==> config.mk <==
export PLATFORM = sky130hd
export DESIGN_NAME = eth_tx_sched
export DESIGN_NICKNAME = d
export VERILOG_FILES = /design/src/rtl/eth_tx_sched.sv
export SDC_FILE = /design/constraint.sdc
export NUM_CORES = 1
export LEC_CHECK = 0
export CAP_MARGIN = 15
export CELL_PAD_IN_SITES_DETAIL_PLACEMENT = 2
export CELL_PAD_IN_SITES_GLOBAL_PLACEMENT = 2
export CORE_ASPECT_RATIO = 1.4
export CORE_MARGIN = 2
export CORE_UTILIZATION = 40
export DETAILED_ROUTE_END_ITERATION = 12
export PLACE_DENSITY = 0.87
export SLEW_MARGIN = 40
export SYNTH_ARGS = -nofsm -noshare
export SYNTH_HDL_FRONTEND = slang
export SYNTH_SLANG_ARGS = --single-unit
==> constraint.sdc <==
create_clock -name clk -period 3.9 [get_ports clk]
set_input_delay 0.78 -clock clk [delete_from_list [all_inputs] [get_ports clk]]
set_output_delay 0.78 -clock clk [all_outputs]
set_load 0.01 [all_outputs]
==> src/rtl/eth_tx_sched.sv <==
// Paces eth_tx frame starts: inter-frame gap, busy watchdog, and idle-line link pulses.
// Latency: frm_req seen at tick N -> tx_start/frm_ack at tick N+1; a request waits in IDLE until served.
module eth_tx_sched #(
    parameter int unsigned IFG_TICKS    = 96,
    parameter int unsigned NLP_PERIOD   = 160000,
    parameter int unsigned BUSY_TIMEOUT = 8
) (
    input  logic        clk,
    input  logic        rst_n,
    input  logic        eth_clk_en,
    input  logic        frm_req,
    input  logic        tx_busy,
    output logic        tx_start,
    output logic        frm_ack,
    output logic        nlp,
    output logic [15:0] seq,
    output logic        tx_err
);
    localparam int GAP_W = (IFG_TICKS > 1) ? $clog2(IFG_TICKS) : 1;
    localparam int TMO_W = $clog2(BUSY_TIMEOUT + 1);
    localparam logic [17:0]      NLP_LAST = 18'(NLP_PERIOD - 1);
    localparam logic [GAP_W-1:0] GAP_LAST = GAP_W'(IFG_TICKS - 1);
    localparam logic [TMO_W-1:0] TMO_LAST = TMO_W'(BUSY_TIMEOUT - 1);

    typedef enum logic [2:0] {IDLE, START, WAIT_BUSY, BUSY, GAP, NLP} state_t;

    state_t           state_q, state_d;
    logic [17:0]      nlp_tmr_q, nlp_tmr_d;
    logic [GAP_W-1:0] gap_cnt_q, gap_cnt_d;
    logic [TMO_W-1:0] tmo_cnt_q, tmo_cnt_d;
    logic [15:0]      seq_q, seq_d;
    logic             tx_start_q, tx_start_d;
    logic             nlp_q, nlp_d;
    logic             tx_err_q, tx_err_d;
    logic             nlp_expired;

    assign nlp_expired = (nlp_tmr_q == NLP_LAST);

    always_comb begin
        state_d    = state_q;
        nlp_tmr_d  = nlp_tmr_q;
        gap_cnt_d  = gap_cnt_q;
        tmo_cnt_d  = tmo_cnt_q;
        seq_d      = seq_q;
        tx_err_d   = tx_err_q;
        tx_start_d = tx_start_q;
        nlp_d      = nlp_q;
        if (eth_clk_en) begin
            tx_start_d = 1'b0;
            nlp_d      = 1'b0;
            unique case (state_q)
                IDLE: begin
                    if (!nlp_expired) nlp_tmr_d = nlp_tmr_q + 18'd1;
                    // A waiting frame pre-empts a due link pulse; START clears the timer.
                    if (frm_req) begin
                        state_d    = START;
                        tx_start_d = 1'b1;
                    end else if (nlp_expired) begin
                        state_d = NLP;
                        nlp_d   = 1'b1;
                    end
                end
                START: begin
                    seq_d     = seq_q + 16'd1;
                    nlp_tmr_d = '0;
                    // The START tick itself already counts as a tick without tx_busy.
                    tmo_cnt_d = TMO_W'(1);
                    state_d   = WAIT_BUSY;
                end
                WAIT_BUSY: begin
                    if (tx_busy) begin
                        state_d = BUSY;
                    end else if (tmo_cnt_q >= TMO_LAST) begin
                        tx_err_d  = 1'b1;
                        gap_cnt_d = '0;
                        state_d   = GAP;
                    end else begin
                        tmo_cnt_d = tmo_cnt_q + TMO_W'(1);
                    end
                end
                BUSY: begin
                    if (!tx_busy) begin
                        nlp_tmr_d = '0;
                        gap_cnt_d = '0;
                        state_d   = GAP;
                    end
                end
                GAP: begin
                    if (!nlp_expired) nlp_tmr_d = nlp_tmr_q + 18'd1;
                    if (gap_cnt_q == GAP_LAST) state_d = IDLE;
                    else                       gap_cnt_d = gap_cnt_q + GAP_W'(1);
                end
                NLP: begin
                    nlp_tmr_d = '0;
                    state_d   = IDLE;
                end
                default: state_d = IDLE;
            endcase
        end
    end

    always_ff @(posedge clk or negedge rst_n) begin
        if (!rst_n) begin
            state_q    <= IDLE;
            nlp_tmr_q  <= '0;
            gap_cnt_q  <= '0;
            tmo_cnt_q  <= '0;
            seq_q      <= '0;
            tx_start_q <= 1'b0;
            nlp_q      <= 1'b0;
            tx_err_q   <= 1'b0;
        end else begin
            state_q    <= state_d;
            nlp_tmr_q  <= nlp_tmr_d;
            gap_cnt_q  <= gap_cnt_d;
            tmo_cnt_q  <= tmo_cnt_d;
            seq_q      <= seq_d;
            tx_start_q <= tx_start_d;
            nlp_q      <= nlp_d;
            tx_err_q   <= tx_err_d;
        end
    end

    assign tx_start = tx_start_q;
    assign frm_ack  = tx_start_q;
    assign nlp      = nlp_q;
    assign seq      = seq_q;
    assign tx_err   = tx_err_q;

endmodule

==> results.sh <==
export IMPL_switchingPower_uw=695
export IMPL_num_vias=2471
export IMPL_p_comb_frac=0.315
export IMPL_gp_congestion=0.776
export IMPL_wl_per_cell_um=20.0
export IMPL_grt_usage=0.230
export IMPL_fp_row_count=36
export IMPL_seqPwrFrac=0.448
export IMPL_total_power_mw=1.86
export IMPL_cp_required_ns=4.07
export IMPL_clock_fmax_mhz=384
export IMPL_pin_count=25
export IMPL_syn_inst=295
export IMPL_final_cell_mix="51 x dfrtp_1, 33 x nand2_1, 23 x clkdlybuf4s50_1, 17 x nand3_1"
export IMPL_leakagePower_nw=1.35
export IMPL_regArea_um2=1280
export IMPL_p_sw_frac=0.373
export IMPL_rr_worst_depth=4
export IMPL_worst_slack_ns=1.29
export IMPL_worst_setup_path_type="in2reg"
export IMPL_multi_input_area_um2=1460
export IMPL_synth_area_leaders="dfrtp_1 44%, nand2_1 4.3%, xnor2_1 3.1%"
export IMPL_synth_top_area_frac=0.444
export IMPL_post_dp_hpwl_mm=5.56
export IMPL_postPlaceCellArea_um2=3170
export IMPL_start_util=0.411
export IMPL_grt_max_degree=35
export IMPL_min_period_ns=2.61
export IMPL_cts_buffer_depth=2
export IMPL_io_buffers=24
export IMPL_nNetsFinal=327
export IMPL_ys_types=64
export IMPL_syn_area_um2=2870
export IMPL_finClkSkew_ns=0.00940
export IMPL_hold_path_class="in2async"
export IMPL_postSynth_asyncResetShare=1.00
export IMPL_ant_nets=0
export IMPL_root_buffer="clkbuf_8"
export IMPL_cp_max_fo=7
export IMPL_cts_hold_buf=0
export IMPL_nFillCells=775
export IMPL_slew_viol_final=0
export IMPL_ys_flop_type="dfrtp_1"
export IMPL_irDropWorstVdd_mv=0.231
export IMPL_grt_overflow_total=0
export IMPL_arrival_ns=2.78
export IMPL_antenna_cells=0
export IMPL_status="complete, no violations"
export IMPL_post_route_cell_area_um2=3310
export IMPL_syn_nets=304
export IMPL_setup_viol=0
export IMPL_p_int_mw=1.17
export IMPL_cap_violations=0
export IMPL_cts_tree="yes"
export IMPL_h_tree_depth=2
export IMPL_first_pass_iters=4
export IMPL_area_growth_pct=15.4
export IMPL_finalHoldViolCount=0
export IMPL_clkTransAtPathRegs_ns=0.10
export IMPL_yosysSeqAreaShare=0.444
export IMPL_dp_slack_ns=0.818
export IMPL_worst_pin_slew_ns=0.789
export IMPL_clock_latency_ns=0.31
export IMPL_power_density_nw_per_um2=562
export IMPL_rsz0062_at_grt="no"
export IMPL_clock_sinks=51
export IMPL_critPathCaptureType="register"
export IMPL_fin_tns_setup_ns=0
export IMPL_slew_headroom=0.470
export IMPL_post_route_period_util=0.668
export IMPL_grt_pass1_wl_mm=14.1
export IMPL_numCtsBuffers=5
export IMPL_drt_iter0_drc=61
export IMPL_routed_wl_mm=8.27
export IMPL_dieArea_um2=7880
export IMPL_synth_warnings=0
export IMPL_avgSynthCellArea_um2=9.73
export IMPL_synth_edf_count=0
export IMPL_synth_area_leader_cell="dfrtp_1"
export IMPL_drc=0
export IMPL_antenna_found_initial=0
export IMPL_fp_dieW_um=75.6
export IMPL_pwr_share_clk=0.236
export IMPL_post_cts_buffers=0
export IMPL_viasPerCell=5.97
export IMPL_cp_start_kind="primary input"
export IMPL_grt_pass1_vias=2725
export IMPL_core_area_um2=6980
export IMPL_mostFrequentLayoutCell="dfrtp_1"
export IMPL_ys_ff_latch=51
export IMPL_die_h_um=104
export IMPL_drive_gt1_frac=0.103
export IMPL_ctsResizeCount=0
-- cell usage after synthesis (7+ instances only) --
cell type / count
o21ai_0: 9
and3_1: 7
xnor2_1: 10
nand2b_1: 9
nor2_1: 14
nand3_1: 17
nand4_1: 7
nand2_1: 33
nor4_1: 10
a31oi_1: 7
dfrtp_1: 51
inv_1: 13
-- state kept, by name (all words and copies together), names as in the netlist --
| name | count |
|---|---|
| tmo_cnt_q | 4 |
| frm_ack | 1 |
| gap_cnt_q | 7 |
| nlp | 1 |
| state_q | 3 |
| tx_err | 1 |
| seq | 16 |
| nlp_tmr_q | 18 |
-- layer usage --
metal | global-route usage | share of wire | wire length (um) | vias up
met5 | 0 | 0 | 0 | -
met4 | 0.0514 | 0.012 | 99 | 0
met3 | 0.0310 | 0.014 | 113 | 10
met2 | 0.405 | 0.56 | 4600 | 22
met1 | 0.289 | 0.42 | 3460 | 1295
li1 | - | - | - | 1144
-- worst max-delay path, stage by stage --
cell             delay (ns)
clkdlybuf4s50_1        0.61
and4bb_2               0.35
nand4_1                0.34
nor4_1                 0.57
xor2_1                 0.12
-- cells by family after synthesis --
logic type | synth area share
AOI/OAI and AO/OA | 0.159
xor gates and xnor gates | 0.0457
adders and majority gates | 0.0174
buffers and inverters | 0.0532
DFF | 0.444
muxes | 0.0248
and+or+nand+nor | 0.256
-- worst paths after layout --
| check | from | slack (ns) | endpoint |
|---|---|---|---|
| max | eth_clk_en | 1.29 | seq[15] |
| min | rst_n | 0.42 | nlp_tmr_q[5] |
| max reg2reg | nlp_tmr_q[15] | 1.50 | nlp_tmr_q[0] |
| min reg2reg | seq[15] | 0.48 | seq[15] |
| max in group asynchronous | rst_n | 2.84 | nlp_tmr_q[12] |
| min in group clk | seq[15] | 0.48 | seq[15] |
-- stage by stage --
| stage | util | hold WS [ns] | std cells |
|---|---|---|---|
| 2_1_floorplan | - | 0.451 | 295 |
| 3_3_place_gp | 0.451 | 0.458 | 404 |
| 3_5_place_dp | 0.454 | 0.465 | 406 |
| 4_1_cts | 0.473 | 0.487 | 414 |
| 5_1_grt | 0.475 | 0.439 | 414 |
| 6_report | 0.475 | 0.417 | 414 |
-- power groups by stage --
stage	clock [mW]	sequential (mW)	combinational, mW
global placement	0	0.831	0.539
floorplan	0	0.771	0.447
CTS	0.451	0.835	0.598
finish	0.441	0.835	0.587
detailed placement	0	0.841	0.580
global route	0.467	0.862	0.665
-- layout make-up --
cell class                      count  share of cell area
Multi-Input combinational cell    217               0.439
Sequential cell                    51               0.385
Timing Repair Buffer               30              0.0838
Tap cell                           95              0.0359
Clock buffer                        5              0.0208
Clock inverter                      3              0.0204
Inverter                           13              0.0147
Note: power is estimated with default switching activity, not from simulation.
